**config.mk**
```make
export PLATFORM = sky130hd
export DESIGN_NAME = io_port_responder
export DESIGN_NICKNAME = d
export VERILOG_FILES = /design/src/rtl/io_port_responder.sv
export SDC_FILE = /design/constraint.sdc
export NUM_CORES = 1
export LEC_CHECK = 0
export ABC_AREA = 0
export CORE_ASPECT_RATIO = 0.6
export CORE_MARGIN = 2
export CORE_UTILIZATION = 40
export CTS_CLUSTER_SIZE = 10
export DETAILED_ROUTE_END_ITERATION = 6
export SYNTH_ARGS = -nofsm -noshare
export SYNTH_HDL_FRONTEND = slang
export SYNTH_SLANG_ARGS = --single-unit
```
**constraint.sdc**
```tcl
create_clock -name clk -period 4.1 [get_ports clk]
set_clock_uncertainty 0.05 [all_clocks]
set_input_delay 0.82 -clock clk [delete_from_list [all_inputs] [get_ports clk]]
set_output_delay 0.82 -clock clk [all_outputs]
set_load 0.01 [all_outputs]
```
**src/rtl/io_port_responder.sv**
```systemverilog
// I/O-space responder for IOR/IOW: TX/RX stream FIFOs, sticky status flags and a GPIO register.
// CPU reads are combinational and side effects commit on the following rising edge.
module io_port_responder #(
    parameter int unsigned DW    = 16,
    parameter int unsigned DEPTH = 4
) (
    input  logic          clk,
    input  logic          rst,
    input  logic          iom_in,
    input  logic          wen_in,
    input  logic [15:0]   addr_in,
    input  logic [DW-1:0] data_in,
    output logic [DW-1:0] data_out,
    output logic [DW-1:0] tx_data,
    output logic          tx_valid,
    input  logic          tx_ready,
    input  logic [DW-1:0] rx_data,
    input  logic          rx_valid,
    output logic          rx_ready,
    output logic [DW-1:0] gpio_out
);

    localparam int unsigned AW = (DEPTH > 1) ? $clog2(DEPTH) : 1;
    localparam int unsigned CW = AW + 1;
    localparam logic [CW-1:0] FULL_CNT = CW'(DEPTH);

    localparam logic [1:0] ADDR_TXD  = 2'd0;
    localparam logic [1:0] ADDR_RXD  = 2'd1;
    localparam logic [1:0] ADDR_STAT = 2'd2;
    localparam logic [1:0] ADDR_GPIO = 2'd3;

    logic [DW-1:0] r_tx_mem [DEPTH];
    logic [AW-1:0] r_tx_rd_ptr;
    logic [AW-1:0] r_tx_wr_ptr;
    logic [CW-1:0] r_tx_cnt;

    logic [DW-1:0] r_rx_mem [DEPTH];
    logic [AW-1:0] r_rx_rd_ptr;
    logic [AW-1:0] r_rx_wr_ptr;
    logic [CW-1:0] r_rx_cnt;

    logic          r_tx_ovf;
    logic          r_rx_unf;
    logic [DW-1:0] r_gpio;

    logic          w_wr;
    logic          w_rd;
    logic [1:0]    w_addr;
    logic          w_unused_addr;
    logic          w_tx_empty;
    logic          w_tx_full;
    logic          w_rx_empty;
    logic          w_rx_full;
    logic          w_tx_pop;
    logic          w_tx_push_req;
    logic          w_tx_push;
    logic          w_tx_drop;
    logic          w_rx_push;
    logic          w_rx_rd;
    logic          w_rx_pop;
    logic          w_rx_unf_set;
    logic          w_stat_wr;
    logic [DW-1:0] w_stat;

    assign w_wr          = iom_in & ~wen_in;
    assign w_rd          = iom_in & wen_in;
    assign w_addr        = addr_in[1:0];
    assign w_unused_addr = ^addr_in[15:2];

    assign w_tx_empty = (r_tx_cnt == '0);
    assign w_tx_full  = (r_tx_cnt == FULL_CNT);
    assign w_rx_empty = (r_rx_cnt == '0);
    assign w_rx_full  = (r_rx_cnt == FULL_CNT);

    assign tx_valid = ~w_tx_empty;
    assign tx_data  = w_tx_empty ? '0 : r_tx_mem[r_tx_rd_ptr];
    assign rx_ready = ~w_rx_full;
    assign gpio_out = r_gpio;

    // A push into a full TX FIFO still lands when the head leaves on the same edge.
    assign w_tx_pop      = tx_valid & tx_ready;
    assign w_tx_push_req = w_wr & (w_addr == ADDR_TXD);
    assign w_tx_push     = w_tx_push_req & (~w_tx_full | w_tx_pop);
    assign w_tx_drop     = w_tx_push_req & ~w_tx_push;

    assign w_rx_push    = rx_valid & rx_ready;
    assign w_rx_rd      = w_rd & (w_addr == ADDR_RXD);
    assign w_rx_pop     = w_rx_rd & ~w_rx_empty;
    assign w_rx_unf_set = w_rx_rd & w_rx_empty;

    assign w_stat_wr = w_wr & (w_addr == ADDR_STAT);
    assign w_stat    = DW'({r_rx_unf, r_tx_ovf, w_rx_empty, w_rx_full, w_tx_empty, w_tx_full});

    always_comb begin
        data_out = '0;
        if (w_rd) begin
            unique case (w_addr)
                ADDR_TXD:  data_out = '0;
                ADDR_RXD:  data_out = w_rx_empty ? '0 : r_rx_mem[r_rx_rd_ptr];
                ADDR_STAT: data_out = w_stat;
                ADDR_GPIO: data_out = r_gpio;
                default:   data_out = '0;
            endcase
        end
    end

    always_ff @(posedge clk) begin
        if (w_tx_push) begin
            r_tx_mem[r_tx_wr_ptr] <= data_in;
        end
        if (w_rx_push) begin
            r_rx_mem[r_rx_wr_ptr] <= rx_data;
        end
    end

    always_ff @(posedge clk or posedge rst) begin
        if (rst) begin
            r_tx_rd_ptr <= '0;
            r_tx_wr_ptr <= '0;
            r_tx_cnt    <= '0;
            r_rx_rd_ptr <= '0;
            r_rx_wr_ptr <= '0;
            r_rx_cnt    <= '0;
        end else begin
            if (w_tx_push) r_tx_wr_ptr <= r_tx_wr_ptr + AW'(1);
            if (w_tx_pop)  r_tx_rd_ptr <= r_tx_rd_ptr + AW'(1);
            r_tx_cnt <= r_tx_cnt + CW'(w_tx_push) - CW'(w_tx_pop);
            if (w_rx_push) r_rx_wr_ptr <= r_rx_wr_ptr + AW'(1);
            if (w_rx_pop)  r_rx_rd_ptr <= r_rx_rd_ptr + AW'(1);
            r_rx_cnt <= r_rx_cnt + CW'(w_rx_push) - CW'(w_rx_pop);
        end
    end

    // Sticky flags: a fresh set event beats a W1C clear on the same edge.
    always_ff @(posedge clk or posedge rst) begin
        if (rst) begin
            r_tx_ovf <= 1'b0;
            r_rx_unf <= 1'b0;
            r_gpio   <= '0;
        end else begin
            if (w_tx_drop) begin
                r_tx_ovf <= 1'b1;
            end else if (w_stat_wr & data_in[4]) begin
                r_tx_ovf <= 1'b0;
            end
            if (w_rx_unf_set) begin
                r_rx_unf <= 1'b1;
            end else if (w_stat_wr & data_in[5]) begin
                r_rx_unf <= 1'b0;
            end
            if (w_wr & (w_addr == ADDR_GPIO)) begin
                r_gpio <= data_in;
            end
        end
    end

endmodule

```
Yosys cells after proc, flatten, opt, wreduce, memory -nomap -nowiden
Memories as Yosys holds them, arrays and structs flattened.
Index checks and enable logic that the tools add are counted.
{"block": "word_totals", "ff_bits": 32, "memories": 2, "in_bits": 54, "output_inout_bits": 50, "wordCells": 62, "ramBits": 128}
{"block": "op_classes", "reduce_logical": 5, "add_sub_neg": 8, "eq_ne": 5, "n_mux": 12, "n_bitwise": 21}
{"name": "r_rx_mem", "depth": 4, "word_bits": 16, "read_ports": 1, "rd_clocked_by_memory_dff": 0, "wr": 1, "line_no": "37", "text": "logic [DW-1:0] r_rx_mem [DEPTH];"}
{"name": "r_tx_mem", "depth": 4, "word_bits": 16, "read_ports": 1, "rd_clocked_by_memory_dff": 0, "wr": 1, "line_no": "32", "text": "logic [DW-1:0] r_tx_mem [DEPTH];"}
{"operator": "case mux 16 bit (4 select lines)", "count": 1}
{"operator": "2-to-1 mux 16 bit", "count": 3}
{"operator": "AND 1 bit", "count": 14}
{"operator": "adder 2 x 1 -> 2 bit (second input constant)", "count": 4}
{"operator": "2-to-1 mux 1 bit", "count": 8}
{"operator": "adder 3 x 1 -> 3 bit", "count": 2}
{"operator": "== test 3 bit (second input constant)", "count": 2}
{"operator": "logical NOT 3 bit", "count": 2}
{"operator": "NOT 1 bit", "count": 6}
{"operator": "subtractor 3 x 1 -> 3 bit", "count": 2}
{"operator": "== test 2 bit (second input constant)", "count": 2}
{"operator": "nonzero test 2 bit", "count": 2}
{"operator": "== test 2 x 1 -> 1 bit (second input constant)", "count": 1}
{"operator": "logical NOT 2 bit", "count": 1}
{"operator": "OR 1 bit", "count": 1}

Logic depth before layout (Yosys ltp)
Gate-level depths: netlist (run 1).
{"block": "logic_depth", "ltp_word": 8, "ltp_mapped": 9}

Least setup slack after synthesis (run 1)
Ideal clock, no wire load.
{"block": "synth_timing", "kind": "input-to-reg", "startpoint": "in wen_in", "endpoint": "reg r_tx_cnt[2]", "n_path_buf": 0, "setup_ns": 0.127, "setup_slack_ns": 1.425, "arrival_ns": 2.499, "path_stages": 8, "required_ns": 3.923, "path_cell_list": "or3b_4 a2111oi_2 o21bai_2 ha_1 inv_1 fa_1 xnor2_1 xnor2_1"}
{"block": "synth_between", "elab_chain_len": 6}
{"item": "from (decl)", "line_no": "10", "text": "input logic wen_in,"}
{"item": "NOT 1 bit", "line_no": "65", "text": "assign w_wr = iom_in & ~wen_in;"}
{"item": "AND 1 bit", "line_no": "65"}
{"item": "AND 1 bit", "line_no": "82", "text": "assign w_tx_push_req = w_wr & (w_addr == ADDR_TXD);"}
{"item": "AND 1 bit", "line_no": "83", "text": "assign w_tx_push = w_tx_push_req & (~w_tx_full | w_tx_pop);"}
{"item": "adder 3 x 1 -> 3 bit", "line_no": "127", "text": "r_tx_cnt <= r_tx_cnt + CW'(w_tx_push) - CW'(w_tx_pop);"}
{"item": "subtractor 3 x 1 -> 3 bit", "line_no": "127"}
{"item": "to (signal assigned)", "line_no": "127"}
{"item": "to (decl)", "line_no": "35", "text": "logic [CW-1:0] r_tx_cnt;"}
No other way between the ends.
A chain may end at the register's enable or synchronous reset.

Final worst setup path (run 1)
{"block": "layout_timing", "startpoint": "in addr_in[0]", "endpoint": "out data_out[7]"}
{"block": "layout_between", "elab_chain_len": 3, "elab_cells_between_ends": 6, "cone_classes": "eq/ne (3); mux (2); reduce/logical (1)"}
{"item": "from (decl)", "line_no": "11", "text": "input logic [15:0] addr_in,"}
{"item": "== test 2 bit, or another cell as far along", "line_no": "97", "text": "unique case (w_addr)"}
{"item": "case mux 16 bit (4 select lines) (*)", "line_no": "97"}
{"item": "2-to-1 mux 16 bit (*)", "line_no": "96", "text": "if (w_rd) begin"}
{"item": "to (decl)", "line_no": "13", "text": "output logic [DW-1:0] data_out,"}
Mark *: on every way between the ends. The rest lies on a longest branch, timed or not.

==> metrics.cfg, run 1 <==
[sta]
tightest_slew_ns=0.857
slew_headroom_pct=42.8
hold_viol=0
min_period_ns=3.69
rsz0062_at_grt=no
setup_viol=0
finalMaxSlewViolations=0
fin_crit_sh_pct=90.0
clock.fmax_ghz=0.271
fin_setup_tns_ns=0
layout_setup_ws_ns=0.412

[place]
gp_congestion=0.734
port_buffers=89
postPlaceCellArea_mm2=0.00777
place_ws_ns=0.400
place_hpwl_um=9410

[critical_path]
path_class=input port to output port
cp.required_ns=3.23
cp-start-kind=input port
cp_max_fo=18
end_kind=output port
cp_data_arrival_time_ns=2.82

[drt]
drt_iter0_markers=193
drcViolationCount=0
wirelength_um=13900
dr_total_vias=3494
dr.pass1.iters=6
vias_per_cell=5.16
wl_per_cell_um=20.5
postRouteAntennaNets=0

[global_route]
grt_antenna_before_repair=1
grt_pass1_wl_um=21400
grt_pass1_vias=3636
grt_max_degree=33
overflow=0
track_usage_pct=16.9

[cts]
clk_latency_ns=0.41
cts_tree=done
hold_buffers=0
clk_path_buf_depth=2
clock_sinks=160
cts_setup_buffers=0
root_buffer=clkbuf_16
cts.clk_slew.worst_paths_ns=0.06
h-tree-depth=4
cts_buffers=17
post_cts_resized=0

[synth]
synth_fp_nets=411
synth_area_leaders=edfxtp_1 (58%), dfrtp_1 (12%), mux4_2 (11%), mux2_2 (2.6%), and2_1 (2.3%)
synth_area_mm2=0.00659
yosys.area.top_type=edfxtp_1
ys_types=38
ys.flop_type=edfxtp_1
async_flop_share_pct=20.0
ys_seq_area_share_pct=70.5
synth_common_cells=edfxtp_1 (128), dfrtp_1 (32), mux4_2 (32)
ys_seq_elements=160
synth.avg_cell_area_um2=19.1
netlist.area_leader.share_pct=58.4
yosysWarnings=0
synth-edff-count=128
syn_inst=344
yosysMostFrequentCell=edfxtp_1

[power_and_ir_drop]
leakage_nw=2.95
peakVddDrop_v=0.000340
pwr_density_cell_mw_per_mm2=638

[cells_and_area]
n_fill_cell=1291
fin_area_mm2=0.00837
nNetsFinal=522
layout-drive-gt1-share_pct=22.9
diodes=0
areaGrowthSynthToFinish_pct=27.1

[hold_path]
hold_path_class=flop to flop

[floorplanning]
row_count=36
coreArea_mm2=0.0162
io_pins=104
dieArea_mm2=0.0175
die_y_um=103
die_width_um=170
initial_core_util_pct=40.7

[outcome]
status=finished, final reports clean

[job]
drv_cap=0

final cells by class:
type	instances	area [um2]	area share, %
Timing Repair Buffer	108	1030	12.3
Clock inverter	14	168	2.00
Sequential cell	160	4640	55.5
Inverter	15	56.3	0.673
Tap cell	209	262	3.12
Multi-Input combinational cell	153	1780	21.3
Clock buffer	18	429	5.13
cells by family (layout without fill, tap and decap cells):
logic type,count (synthesis),after routing,synth area share [%]
AOI/OAI and AO/OA,28,28,3.48
xor gates and xnor gates,10,10,1.33
adders and majority gates,13,13,2.70
buffers and inverters,31,155,2.45
DFF,160,160,70.5
muxes,51,51,14.1
and+or+nand+nor,51,51,5.38
stage by stage:
step | std cells | total power, W | hold WS [ns] | util (%)
floorplan | 344 | 0.00314 | 0.443 | -
global placement | 645 | 0.00377 | 0.473 | 48.1
detailed placement | 645 | 0.00380 | 0.480 | 48.1
CTS | 677 | 0.00541 | 0.507 | 51.8
global route | 677 | 0.00562 | 0.522 | 51.8
finish | 677 | 0.00534 | 0.500 | 51.8
worst paths after layout:
path                                  start           to  slack [ns]  cells after the start
worst max-delay path             addr_in[0]  data_out[7]        0.41                      6
worst min-delay path            gpio_out[4]  gpio_out[4]        0.50                      2
worst max register to register  r_tx_cnt[1]  r_tx_cnt[2]        1.25                      8
worst min register to register  gpio_out[4]  gpio_out[4]        0.50                      2
max in group asynchronous               rst  r_tx_cnt[2]        2.90                      3
min in group asynchronous               rst  gpio_out[0]        0.77                      3
critical path: stages:
cell and delay, ns:
clkdlybuf4s50_1 0.61, nand3_1 0.19, nor3_4 0.18, buf_4 0.27
a32o_1 0.17, clkdlybuf4s50_1 0.57
state kept, by name, summed over array words and instances, names as in the netlist:
| register | count |
|---|---|
| r_rx_mem | 64 |
| r_tx_mem | 64 |
| gpio_out | 16 |
| r_rx_cnt | 3 |
| r_tx_cnt | 3 |
| r_rx_rd_ptr | 2 |
| r_rx_wr_ptr | 2 |
| r_tx_rd_ptr | 2 |
| r_tx_wr_ptr | 2 |
| r_rx_unf | 1 |
| r_tx_ovf | 1 |
per-layer routing:
metal	GRT usage [%]	wire length, um	vias to the layer above
li1	-	-	1584
met1	25.0	6800	1794
met2	24.6	5920	102
met3	5.29	1010	12
met4	4.27	115	2
met5	0	12	-
cells in the final DEF, fill, tap and decap left out, types with 2 or more instances in the layout:
cell             synthesis  final
and3_2                   2      2
nor3b_1                  2      2
inv_6                    0      4
bufinv_16                0      2
fa_1                     2      2
and2_1                  24     24
edfxtp_1               128    128
xnor2_1                  7      7
mux4_2                  32     32
nor3_4                   2      2
ha_1                    11     11
nor2_1                   2      2
clkbuf_16                0     17
mux2_2                  15     15
nor4b_1                  2      2
clkdlybuf4s50_1          0     89
nand2_1                  6      6
o2bb2ai_1                4      4
nand3_1                  3      3
buf_4                    0     19
o21ai_0                  6      6
inv_1                   15     15
mux2i_1                  3      3
clkinv_4                 0      3
dfrtp_1                 32     32
a32o_1                  10     10
a21oi_1                  4      4
inv_8                    0      3
xor2_1                   3      3
where the power goes:
| part | internal, W | total (W) | switching (W) |
|---|---|---|---|
| registers | 0.00202 | 0.00223 | 0.000203 |
| logic | 0.000853 | 0.00151 | 0.000658 |
| clock network | 0.000920 | 0.00160 | 0.000680 |
| total | 0.00380 | 0.00534 | 0.00154 |
Power figures use the tool's default switching activity.
==> run 2, diff against run 1 <==
==> constraint.sdc (replaced) <==
create_clock -name clk -period 4.7 [get_ports clk]
set_clock_uncertainty 0.05 [all_clocks]
set_input_delay 0.94 -clock clk [delete_from_list [all_inputs] [get_ports clk]]
set_output_delay 0.94 -clock clk [all_outputs]
set_load 0.01 [all_outputs]
==> run 2 against run 1 <==
Worst hold slack got worse by 0.0063 ns. Via count decreased by 0.34%. Non-clock buffer count decreased by 9. Clock power decreased by 16%. Wire length about the same. Register-to-register slack improved by 0.56 ns. Largest cell class unchanged.
==> metrics.cfg, run 2 (synthesized netlist as in run 1, its figures left out) <==
[sta]
clock.fmax_ghz=0.249
fin_crit_sh_pct=85.5
slew_headroom_pct=33.6
holdWs_ns=0.494
min_period_ns=4.02
rsz0062_at_grt=no
tightest_slew_ns=0.995
fin_setup_tns_ns=0
setup_viol=0
finalMaxSlewViolations=0
hold_viol=0

[floorplanning]
row_count=36
die_y_um=103
io_pins=104
coreArea_mm2=0.0162
die_width_um=170
dieArea_mm2=0.0175
initial_core_util_pct=40.7

[cells_and_area]
utilization_pct=51.2
final_cell_mix=edfxtp_1 (128), clkdlybuf4s50_1 (89), mux4_2 (32), dfrtp_1 (32), and2_1 (24)
nNetsFinal=513
layout_commonest_cell=edfxtp_1
layout-drive-gt1-share_pct=21.4
areaGrowthSynthToFinish_pct=25.8
diodes=0
fin_area_mm2=0.00828

[cts]
h-tree-depth=4
root_buffer=clkbuf_16
clk_path_buf_depth=2
cts_setup_buffers=0
post_cts_resized=0
clk_latency_ns=0.41
cts_buffers=17
cts_tree=done
cts.clk_slew.worst_paths_ns=0.06
hold_buffers=0
clock_sinks=160

[critical_path]
path_class=input port to output port
end_kind=output port
reg2reg_to=r_tx_cnt[2]
cp.required_ns=3.71
cp-start-kind=input port
r2r_slack_ns=1.81
cp_data_arrival_time_ns=3.03
regToRegStartpoint=r_tx_cnt[1]
r2r_cells=8
cp_max_fo=18

[drt]
postRouteAntennaNets=0
dr_total_vias=3482
wl_per_cell_um=20.7
vias_per_cell=5.21
wirelength_um=13900
dr.pass1.iters=4
drt_iter0_markers=266
drcViolationCount=0

[global_route]
grt_pass1_vias=3555
grt_pass1_wl_um=20700
grt_max_degree=33
overflow=0
track_usage_pct=16.5
grt_antenna_before_repair=1

[outcome]
status=finished, final reports clean

[job]
drv_cap=0

[hold_path]
hold_path_class=flop to flop
worstHoldEndpoint=gpio_out[2]
hp-start=gpio_out[2]
min_delay_path_depth=1

[place]
postPlaceCellArea_mm2=0.00771
gp_congestion=0.737
place_hpwl_um=9530
port_buffers=89

[power_and_ir_drop]
leakage_nw=2.89
pwr_density_cell_mw_per_mm2=554
peakVddDrop_v=0.000343

run 2: critical path, stage by stage:
cell and delay (ns):
clkdlybuf4s50_1 0.64, nand3_1 0.21, nor3_4 0.19, buf_4 0.28, a32o_1 0.16, clkdlybuf4s50_1 0.59
run 2: how the worst max path moves through the flow:
stage	from	to	depth (start not counted)
floorplan	wen_in	r_tx_cnt[2]	8
CTS	iom_in	data_out[6]	6
detailed placement	iom_in	data_out[6]	6
global route	iom_in	data_out[7]	6
global placement	iom_in	data_out[6]	6
finish	iom_in	data_out[7]	6
run 2: power by group:
part,switching (W),internal [W]
clock,0.000593,0.000750
sequential,0.000226,0.00177
combinational,0.000521,0.000726
run 2: metal layers:
layer  global-route usage, %  up-vias  routed length [um]
li1                        -     1561                   -
met1                    23.7     1818                6900
met2                    24.5       93                6050
met3                    4.91        8                 850
met4                    4.93        2                  47
met5                       0        -                  12
run 2: per-stage QoR:
stage / std cells / setup slack, ns / total power [W]
after floorplan: 344 / 1.90 / 0.00274
after global placement: 636 / 0.727 / 0.00326
after detailed placement: 636 / 0.696 / 0.00330
after CTS: 668 / 0.691 / 0.00464
after global routing: 668 / 0.585 / 0.00482
final: 668 / 0.679 / 0.00458
run 2: final cells by class:
cell class,count,area [um2]
fill,1293,7890
sequential,160,4640
multi-input combinational,153,1780
timing repair buffer,99,966
clock buffer,18,429
tap,209,262
clock inverter,14,145
inverter,15,56.3
